<file path="src/rtl/vga_pkg.sv">
`default_nettype none
// ============================================================================
// Module   : vga_pkg
// Brief    : Default 640x480 timing constants and shared types for the raster.
// Revision : 1.0 - initial release
// ============================================================================
package vga_pkg;

  typedef logic [9:0] coord_t;
  typedef logic [5:0] rgb_t;

  localparam int VGA_H_ACTIVE  = 640;
  localparam int VGA_H_FP      = 16;
  localparam int VGA_H_SYNC    = 96;
  localparam int VGA_H_BP      = 48;
  localparam int VGA_V_ACTIVE  = 480;
  localparam int VGA_V_FP      = 10;
  localparam int VGA_V_SYNC    = 2;
  localparam int VGA_V_BP      = 33;
  localparam int VGA_MAX_TOTAL = 1024;

endpackage
`default_nettype wire

</file>
<file path="src/rtl/vga_timing_gen_if.sv">
`default_nettype none
// ============================================================================
// Module   : vga_timing_gen_if
// Brief    : Raster/colour bus between the timing generator and its consumers.
// Revision : 1.0 - initial release
// ============================================================================
interface vga_timing_gen_if;
  import vga_pkg::*;

  logic        en;
  coord_t      col;
  coord_t      row;
  logic        valid;
  logic        line_start;
  logic        frame_start;
  rgb_t        rgb_in;
  rgb_t        rgb_out;
  logic        hsync;
  logic        vsync;
  logic [15:0] frame_count;

  modport master (
    input  en, rgb_in,
    output col, row, valid, line_start, frame_start,
    output rgb_out, hsync, vsync, frame_count
  );

  modport slave (
    output en, rgb_in,
    input  col, row, valid, line_start, frame_start,
    input  rgb_out, hsync, vsync, frame_count
  );

endinterface
`default_nettype wire

</file>
<file path="src/rtl/vga_axis_counter.sv">
`default_nettype none
// ============================================================================
// Module   : vga_axis_counter
// Brief    : One raster axis: wrapping position counter with active/sync flags.
// Revision : 1.0 - initial release
// ============================================================================
module vga_axis_counter
  import vga_pkg::*;
#(
  parameter int ACTIVE = VGA_H_ACTIVE,
  parameter int FP     = VGA_H_FP,
  parameter int SYNC   = VGA_H_SYNC,
  parameter int BP     = VGA_H_BP
) (
  input  wire logic clk,
  input  wire logic rst,
  input  wire logic step,
  output coord_t    count,
  output logic      wrap,
  output logic      in_active,
  output logic      in_sync
);

  localparam int     TOTAL  = ACTIVE + FP + SYNC + BP;
  localparam coord_t C_LAST = coord_t'(TOTAL - 1);

  generate
    if (TOTAL > VGA_MAX_TOTAL) begin : g_total_check
      $error("vga_axis_counter: axis total %0d exceeds %0d", TOTAL, VGA_MAX_TOTAL);
    end
  endgenerate

  coord_t count_q, count_d;
  logic   sync_q, sync_d;

  assign wrap = (count_q == C_LAST);

  always_comb begin
    count_d = count_q;
    if (step) begin
      count_d = wrap ? '0 : count_q + coord_t'(1);
    end
  end

  // in_active looks at the position about to be loaded so the owner can
  // register it alongside the count; in_sync describes the current count.
  assign in_active = (int'(count_d) < ACTIVE);
  assign sync_d    = (int'(count_d) >= ACTIVE + FP) && (int'(count_d) < ACTIVE + FP + SYNC);

  always_ff @(posedge clk) begin
    if (rst) begin
      count_q <= C_LAST;
      sync_q  <= 1'b0;
    end else begin
      count_q <= count_d;
      sync_q  <= sync_d;
    end
  end

  assign count   = count_q;
  assign in_sync = sync_q;

endmodule
`default_nettype wire

</file>
<file path="src/rtl/vga_timing_gen.sv">
`default_nettype none
// ============================================================================
// Module   : vga_timing_gen
// Brief    : 640x480 raster timing, registered colour/sync output stage.
//            Define VGA_TIMING_FRAME_CNT_EN to build the 16-bit frame counter.
// Revision : 1.0 - initial release
// ============================================================================
module vga_timing_gen
  import vga_pkg::*;
#(
  parameter int H_ACTIVE = VGA_H_ACTIVE,
  parameter int H_FP     = VGA_H_FP,
  parameter int H_SYNC   = VGA_H_SYNC,
  parameter int H_BP     = VGA_H_BP,
  parameter int V_ACTIVE = VGA_V_ACTIVE,
  parameter int V_FP     = VGA_V_FP,
  parameter int V_SYNC   = VGA_V_SYNC,
  parameter int V_BP     = VGA_V_BP
) (
  input  wire logic clk,
  input  wire logic rst,
  vga_timing_gen_if.master bus
);

  coord_t h_count, v_count;
  logic   h_wrap, h_active, h_sync;
  logic   v_wrap, v_active, v_sync;
  logic   v_step;

  assign v_step = bus.en & h_wrap;

  vga_axis_counter #(
    .ACTIVE (H_ACTIVE),
    .FP     (H_FP),
    .SYNC   (H_SYNC),
    .BP     (H_BP)
  ) u_h_axis (
    .clk       (clk),
    .rst       (rst),
    .step      (bus.en),
    .count     (h_count),
    .wrap      (h_wrap),
    .in_active (h_active),
    .in_sync   (h_sync)
  );

  vga_axis_counter #(
    .ACTIVE (V_ACTIVE),
    .FP     (V_FP),
    .SYNC   (V_SYNC),
    .BP     (V_BP)
  ) u_v_axis (
    .clk       (clk),
    .rst       (rst),
    .step      (v_step),
    .count     (v_count),
    .wrap      (v_wrap),
    .in_active (v_active),
    .in_sync   (v_sync)
  );

  logic valid_q, valid_d;
  logic line_start_q, line_start_d;
  logic frame_start_q, frame_start_d;
  rgb_t rgb_q, rgb_d;
  logic hsync_q, hsync_d;
  logic vsync_q, vsync_d;

  // Stage 1 flags follow the counters' next position; stage 2 samples the
  // current stage 1 position so colour and sync leave together.
  assign valid_d       = h_active & v_active;
  assign line_start_d  = h_wrap;
  assign frame_start_d = h_wrap & v_wrap;
  assign rgb_d         = valid_q ? bus.rgb_in : '0;
  assign hsync_d       = ~h_sync;
  assign vsync_d       = ~v_sync;

  always_ff @(posedge clk) begin
    if (rst) begin
      valid_q       <= 1'b0;
      line_start_q  <= 1'b0;
      frame_start_q <= 1'b0;
      rgb_q         <= '0;
      hsync_q       <= 1'b1;
      vsync_q       <= 1'b1;
    end else if (bus.en) begin
      valid_q       <= valid_d;
      line_start_q  <= line_start_d;
      frame_start_q <= frame_start_d;
      rgb_q         <= rgb_d;
      hsync_q       <= hsync_d;
      vsync_q       <= vsync_d;
    end
  end

`ifdef VGA_TIMING_FRAME_CNT_EN
  logic [15:0] frame_cnt_q, frame_cnt_d;

  assign frame_cnt_d = frame_cnt_q + 16'd1;

  always_ff @(posedge clk) begin
    if (rst) begin
      frame_cnt_q <= '0;
    end else if (bus.en && frame_start_d) begin
      frame_cnt_q <= frame_cnt_d;
    end
  end

  assign bus.frame_count = frame_cnt_q;
`else
  assign bus.frame_count = '0;
`endif

  assign bus.col         = h_count;
  assign bus.row         = v_count;
  assign bus.valid       = valid_q;
  assign bus.line_start  = line_start_q;
  assign bus.frame_start = frame_start_q;
  assign bus.rgb_out     = rgb_q;
  assign bus.hsync       = hsync_q;
  assign bus.vsync       = vsync_q;

endmodule
`default_nettype wire

</file>
<file path="src/flat_wrapper.sv">
// flat-port wrapper written by rule: the top's interface ports become plain ports
module vga_timing_gen_flat import vga_pkg::*;
#(
  parameter int H_ACTIVE = VGA_H_ACTIVE,
  parameter int H_FP     = VGA_H_FP,
  parameter int H_SYNC   = VGA_H_SYNC,
  parameter int H_BP     = VGA_H_BP,
  parameter int V_ACTIVE = VGA_V_ACTIVE,
  parameter int V_FP     = VGA_V_FP,
  parameter int V_SYNC   = VGA_V_SYNC,
  parameter int V_BP     = VGA_V_BP
)
  (clk, rst, bus_en, bus_rgb_in, bus_col, bus_row, bus_valid, bus_line_start, bus_frame_start, bus_rgb_out, bus_hsync, bus_vsync, bus_frame_count);
  vga_timing_gen_if bus_i ();
  input  wire logic clk;
  input  wire logic rst;
  input wire logic [$bits(bus_i.en)-1:0] bus_en;
  input wire logic [$bits(bus_i.rgb_in)-1:0] bus_rgb_in;
  output wire logic [$bits(bus_i.col)-1:0] bus_col;
  output wire logic [$bits(bus_i.row)-1:0] bus_row;
  output wire logic [$bits(bus_i.valid)-1:0] bus_valid;
  output wire logic [$bits(bus_i.line_start)-1:0] bus_line_start;
  output wire logic [$bits(bus_i.frame_start)-1:0] bus_frame_start;
  output wire logic [$bits(bus_i.rgb_out)-1:0] bus_rgb_out;
  output wire logic [$bits(bus_i.hsync)-1:0] bus_hsync;
  output wire logic [$bits(bus_i.vsync)-1:0] bus_vsync;
  output wire logic [$bits(bus_i.frame_count)-1:0] bus_frame_count;
  assign bus_i.en = bus_en;
  assign bus_i.rgb_in = bus_rgb_in;
  assign bus_col = bus_i.col;
  assign bus_row = bus_i.row;
  assign bus_valid = bus_i.valid;
  assign bus_line_start = bus_i.line_start;
  assign bus_frame_start = bus_i.frame_start;
  assign bus_rgb_out = bus_i.rgb_out;
  assign bus_hsync = bus_i.hsync;
  assign bus_vsync = bus_i.vsync;
  assign bus_frame_count = bus_i.frame_count;
  vga_timing_gen #(.H_ACTIVE(H_ACTIVE), .H_FP(H_FP), .H_SYNC(H_SYNC), .H_BP(H_BP), .V_ACTIVE(V_ACTIVE), .V_FP(V_FP), .V_SYNC(V_SYNC), .V_BP(V_BP)) u_core (.clk(clk), .rst(rst), .bus(bus_i));
endmodule
</file>
<file path="config.mk">
export PLATFORM = sky130hd
export DESIGN_NAME = vga_timing_gen_flat
export DESIGN_NICKNAME = d
export VERILOG_FILES = /design/src/rtl/vga_pkg.sv /design/src/rtl/vga_timing_gen_if.sv /design/src/rtl/vga_axis_counter.sv /design/src/rtl/vga_timing_gen.sv /design/src/flat_wrapper.sv
export SDC_FILE = /design/constraint.sdc
export NUM_CORES = 1
export LEC_CHECK = 0
export BUFFER_PORTS_ARGS = -buffer_cell sky130_fd_sc_hd__buf_2
export CAP_MARGIN = 20
export CORE_MARGIN = 2
export CORE_UTILIZATION = 46
export CTS_CLUSTER_SIZE = 30
export DETAILED_ROUTE_END_ITERATION = 8
export GPL_ROUTABILITY_DRIVEN = 0
export PLACE_DENSITY = 0.76
export SETUP_SLACK_MARGIN = 0.3
export SYNTH_ARGS = -nofsm -noshare
export SYNTH_HDL_FRONTEND = slang
export SYNTH_SLANG_ARGS = --single-unit
</file>
<file path="constraint.sdc">
create_clock -name clk -period 1.6 [get_ports clk]
set_clock_uncertainty 0.05 [all_clocks]
set_input_delay 0.08 -clock clk [delete_from_list [all_inputs] [get_ports clk]]
set_output_delay 0.08 -clock clk [all_outputs]
set_load 0.05 [all_outputs]
</file>
== Word-level counts from Yosys, hierarchy flattened ==
Cells that the tools add are included.
W data, S select, Z words.

* Shifts and indexed selects: 0
* Bitwise logic cells: 5
* Mux-type cells: 5
* Add/sub/neg operators: 2
* Equal/unequal tests: 2
* Reduce and logical (&&, ||, !) cells: 2
* Div/mod/pow operators: 0
* $lt $le $gt $ge: 6
* $mul: 0

{| class="wikitable"
|+ Operators by type and width
! cell !! number
|-
| $mux W10 || 4
|-
| $add A10 B1 Y10 const B || 2
|-
| $eq A10 B10 Y1 const B || 2
|-
| $lt A10 B10 Y1 const B || 2
|-
| $lt A10 B9 Y1 const B || 2
|-
| $ge A10 B10 Y1 const B || 1
|-
| $ge A10 B9 Y1 const B || 1
|-
| $mux W6 || 1
|-
| $and A1 B1 Y1 || 3
|-
| $logic_and A1 B1 Y1 || 2
|-
| $not A1 Y1 || 2
|}

* Memories: 0
* Bits in latches: 0
* ROM bits: 0
* Output and inout port bits: 47
* RAM bits: 0
* Input bits: 9
* Bits in registers: 33

== Depth between registers and ports, before layout ==
* Depth in word-level cells: 5
* Mapped depth: 9

== By module ==
Synthesis repeated with hierarchy kept, for this count alone.

* Cells, all modules: 203
* Area total of the unflattened synthesis: 1766.7 µm²

{| class="wikitable"
|+ By module, submodules not included
! module !! area an instance (µm²) !! seq. area each (µm²) !! instances !! cells an instance
|-
| vga_axis_counter at u_core.u_v_axis || 625.6 || 220.2 || 1 || 72
|-
| vga_axis_counter at u_core.u_h_axis || 583.1 || 220.2 || 1 || 67
|-
| vga_timing_gen || 558.0 || 220.2 || 1 || 64
|}

== Least setup slack after synthesis ==
No wires, ideal clock.

* Path type: register to register
* Start: register u_core.u_h_axis.count_q[0] (netlist: u_core.u_h_axis.count[0])
* End: register u_core.valid_q (netlist: u_core.bus.valid)
* Path buffers: 0
* Data arrival time: 2.064 ns
* Period minus slack after synthesis: 2.237 ns
* Path slack: -0.637 ns
* Cell stages (with the launch flop): 8
* Path through: dfxtp_1 > ha_1 > and3b_1 > and4_1 > nand2_1 > o31a_1 > o31ai_1 > o41ai_2

* Word-level cells in the longest chain between the ends: 5

{| class="wikitable"
|+ RTL lines
! item !! line !! text
|-
| start: declaration || vga_axis_counter.sv:33 || <nowiki>coord_t count_q, count_d;</nowiki>
|-
| start signal: assignment || vga_axis_counter.sv:55 || <nowiki>count_q <= count_d;</nowiki>
|-
| $add A10 B1 Y10 or $eq A10 B10 Y1 (tied branches) || vga_axis_counter.sv:41, vga_axis_counter.sv:36 ||
|-
| $mux W10 or $and A1 B1 Y1 (tied branches) || vga_axis_counter.sv:41, vga_timing_gen.sv:30 ||
|-
| $mux W10 || vga_axis_counter.sv:40 || <nowiki>if (step) begin</nowiki>
|-
| $lt A10 B10 Y1 or $lt A10 B9 Y1 (tied branches) || vga_axis_counter.sv:47 || <nowiki>assign in_active = (int'(count_d) < ACTIVE);</nowiki>
|-
| $and A1 B1 Y1 (*) || vga_timing_gen.sv:71 || <nowiki>assign valid_d = h_active & v_active;</nowiki>
|-
| end signal: assignment || vga_timing_gen.sv:87 || <nowiki>valid_q <= valid_d;</nowiki>
|-
| end: declaration || vga_timing_gen.sv:62 || <nowiki>logic valid_q, valid_d;</nowiki>
|}

Every way passes the cells marked *; elsewhere a longest branch is shown, timed or not.
A chain may end at the register's enable or synchronous reset.

== Worst setup path after layout ==
* Start: register u_core.u_h_axis.count_q[5] (netlist: u_core.u_h_axis.count[5])
* End: register u_core.u_v_axis.sync_q (netlist: u_core.u_v_axis.in_sync)

* Word-level cells in the longest chain between the ends: 5

{| class="wikitable"
|+ RTL lines
! item !! line !! text
|-
| $eq A10 B10 Y1 (*) || vga_axis_counter.sv:36 || <nowiki>assign wrap = (count_q == C_LAST);</nowiki>
|-
| $and A1 B1 Y1 (*) || vga_timing_gen.sv:30 || <nowiki>assign v_step = bus.en & h_wrap;</nowiki>
|-
| $mux W10 (*) || vga_axis_counter.sv:40 ||
|-
| $ge A10 B9 Y1 or $lt A10 B9 Y1 (tied branches) || vga_axis_counter.sv:48 || <nowiki>assign sync_d = (int'(count_d) >= ACTIVE + FP) && (int'(count_d) < ACTIVE + FP + SYNC);</nowiki>
|-
| $logic_and A1 B1 Y1 (*) || vga_axis_counter.sv:48 ||
|-
| end signal: assignment || vga_axis_counter.sv:56 || <nowiki>sync_q <= sync_d;</nowiki>
|-
| end: declaration || vga_axis_counter.sv:34 || <nowiki>logic sync_q, sync_d;</nowiki>
|}

Marks and branches as above.

==> results.txt <==
Power Dens Cells = 1090 mW/mm^2
failing checks = setup timing
CTS tree = yes
Die Width = 66.3 um
initial core utilization = 48.5%
Max Slew Vio Count = 0
Finished Cell Area = 0.00302 mm^2
WL per Instance = 18.7 um
asr flop ratio synth = 0%
Layout area overhead = 68.7%
peak supply drop = 0.742 mV
largest cells by area after synthesis = dfxtp_1 (37%), buf_4 (7.6%), nand2_1 (4.0%)
synthesized flop and latch total = 33
Seq/Total Area, Yosys = 36.9%
post-route ant nets = 0
clk buf depth = 2
critical path type = reg2reg
EDFF count, synth = 0
Die H = 66.3 um
Critical Path Start Type = flop
max cap viols = 0
post-route DRC violation count = 0
grt peak-use layer = met2
Hold Crit Class = in2reg
vias = 2098
Synthesis Warnings = 0
Leakage = 1.29 nW
detailed placement HPWL = 3560 um
Reg2Reg Setup Slack = -360 ps
fin crit period = 1960 ps
crit-path cells = nor3b_4 -> and4_4 -> buf_4 -> buf_6 -> nand3_4 -> a21oi_4 -> and3_1 -> and3_1
number of cell rows = 22
Period Utilization, post-route = 122%
Storage cell area = 712 um^2
Critical Path RT = 1780 ps
crit path to = u_core.u_v_axis.in_sync
first-pass GRT wire length = 9670 um
clk root buf = clkbuf_8
crit end category = flop
FMAX = 511 MHz
Top FF cell, synth = dfxtp_1
Inserted Clock Buffers = 5
CP max stage cell = dfxtp_4
hold slack = 127 ps
reg2reg start = u_core.u_h_axis.count[5]
DR vias/cell = 5.86
largest net degree at the start of global routing = 14
clock slew at reported path FFs = 80 ps
gr ovfl total = 0
Avg Cell Area, Syn = 8.32 um^2
Multi-input gate area = 0.00132 mm^2
Setup violations, final = 12
I/O Buffers = 39
r2r endpoint = u_core.u_v_axis.in_sync
Mapped Cells = 215
Antenna diodes = 0
DR iter-0 viols = 221
die area = 0.00440 mm^2
vias in the first global route = 1922
RSZ-0062 raised after global routing = true
fillcell total = 212
GRT Total Usage = 29.3%
grt met3 use = 5.79%
met1 usage = 36.3%
leading area contributor after synthesis = dfxtp_1
H-Tree Depth = 2
status = complete, but fails checks
Layout Nets = 321
critical path peak fanout = 3
final WL = 6690 um
DRT Pass-1 Iters = 5
clk sinks = 33
top-level port count = 56
Crit path arrival time = 2140 ps
cell area after synthesis = 0.00179 mm^2
Clock Latency Late Sink = 290 ps
Hold Vio Cnt, Final = 0
initial antenna violation count = 0
Yosys top cell area share = 36.9%
placed cell area = 0.00238 mm^2
synth unique cells = 45
fraction of layout cells with a size suffix above 1 = 58.4%
Placeable Area = 0.00369 mm^2
met2 Resource Use GR = 51.0%
slowest stage delay, CP = 360 ps
Reg2Reg Depth = 8
launch point of the worst path = u_core.u_h_axis.count[5]
Pwr Total = 3.29 mW
most numerous cell on the critical path = and3_1
Final WS setup = -358 ps
[registers in the layout (all words and copies together) (netlist names)]
name,cells
u_core.bus.frame_start,1
u_core.u_h_axis.count,10
u_core.bus.rgb_out,6
u_core.bus.valid,1
u_core.bus.line_start,1
u_core.u_h_axis.in_sync,1
u_core.bus.vsync,1
u_core.u_v_axis.count,10
u_core.u_v_axis.in_sync,1
u_core.bus.hsync,1
[critical path: cells and delay by family, from the launching register on]
kind	cells	cell delay (ps)
buffers and inverters	2	240
and+or+nand+nor	5	1050
AOI/OAI and AO/OA	1	200
DFF	1	360
[worst min path at each step]
stage | cells past startpoint | startpoint | end
6_report | 2 | rst | u_core.bus.rgb_out[4]
5_1_grt | 2 | rst | u_core.u_v_axis.count[5]
4_1_cts | 2 | rst | u_core.bus.rgb_out[4]
3_5_place_dp | 3 | bus_rgb_in[5] | u_core.bus.rgb_out[5]
3_3_place_gp | 3 | bus_rgb_in[3] | u_core.bus.rgb_out[3]
2_1_floorplan | 1 | rst | u_core.u_v_axis.count[1]
[cell type report]
class | count | area share [%]
Tap cell | 48 | 1.99
Timing Repair Buffer | 103 | 25.9
Clock inverter | 2 | 0.539
Multi-Input combinational cell | 161 | 43.8
Inverter | 5 | 1.04
Clock buffer | 6 | 3.11
Sequential cell | 33 | 23.6
[Yosys cell counts (all sizes together) (3+ instances only)]
cell type / instances
xor2: 3
and3: 8
nand4: 8
a22oi: 7
dfxtp: 33
clkbuf: 7
and4: 4
ha: 3
inv: 5
a21oi: 12
nor3: 6
o21ai: 15
xnor2: 6
nand3: 12
nand2: 19
buf: 24
nor2: 16
[through the flow]
step                instances  utilization [%]  worst slack [ps]  TNS [ps]
CTS                       354             76.3              -204      -761
finish                    358             81.8              -358     -1670
global placement          331             64.5              -133      -342
floorplan                 230                -              -217      -535
detailed placement        331             64.5              -221      -533
global route              358             81.8              -392     -2260
[timing repair]
| item | 4_1_cts | 5_1_grt |
|---|---|---|
| buffers inserted | 9 | 4 |
| pin swaps | 23 | 15 |
| endpoints found under the hold margin | 6 | 0 |
| hold buffers | 6 | 0 |
| endpoints found under the setup margin | 22 | 25 |
| gates resized for setup | 48 | 37 |
[layer usage]
layer	vias to the layer above	routed length (um)	part of all wire, %
li1	921	-	-
met1	1004	2710	40
met2	150	3200	48
met3	23	587	8.8
met4	0	187	2.8
met5	-	0	0
[power by group]
group,internal [mW],switching [mW],leakage (nW)
logic,0.668,0.938,0.969
clock network,0.403,0.349,0.0525
registers,0.886,0.0488,0.273
total,1.96,1.34,1.29
[placed cells by master, fill, tap and decap left out, types with 3 or more instances in the layout]
master,instances
dfxtp_4,11
buf_2,39
o21ai_1,5
a22oi_1,6
o21ai_2,5
nand2_1,17
xnor2_2,4
buf_6,22
and3_4,4
nor3_1,3
a21oi_2,3
dfxtp_2,8
conb_1,16
and3_1,4
ha_4,3
nand3_1,5
clkbuf_8,5
dfxtp_1,14
nand4_1,7
nand3_4,3
o21ai_0,4
nand3_2,4
a21oi_1,7
buf_4,35
nor2_1,14
dlygate4sd3_1,6
[cell families (layout without fill, tap and decap cells)]
logic type / count (synthesis) / after routing / synth area share [%]
simple gates: 87 / 87 / 27.0
compound gates: 45 / 45 / 16.4
buf+inv: 36 / 116 / 12.4
flops: 33 / 33 / 36.9
xor+xnor: 9 / 9 / 4.41
fa+ha+maj: 3 / 3 / 2.10
other cells: 1 / 16 / 0.210
mux: 1 / 1 / 0.560
Note: power is estimated with default switching activity, not from simulation.
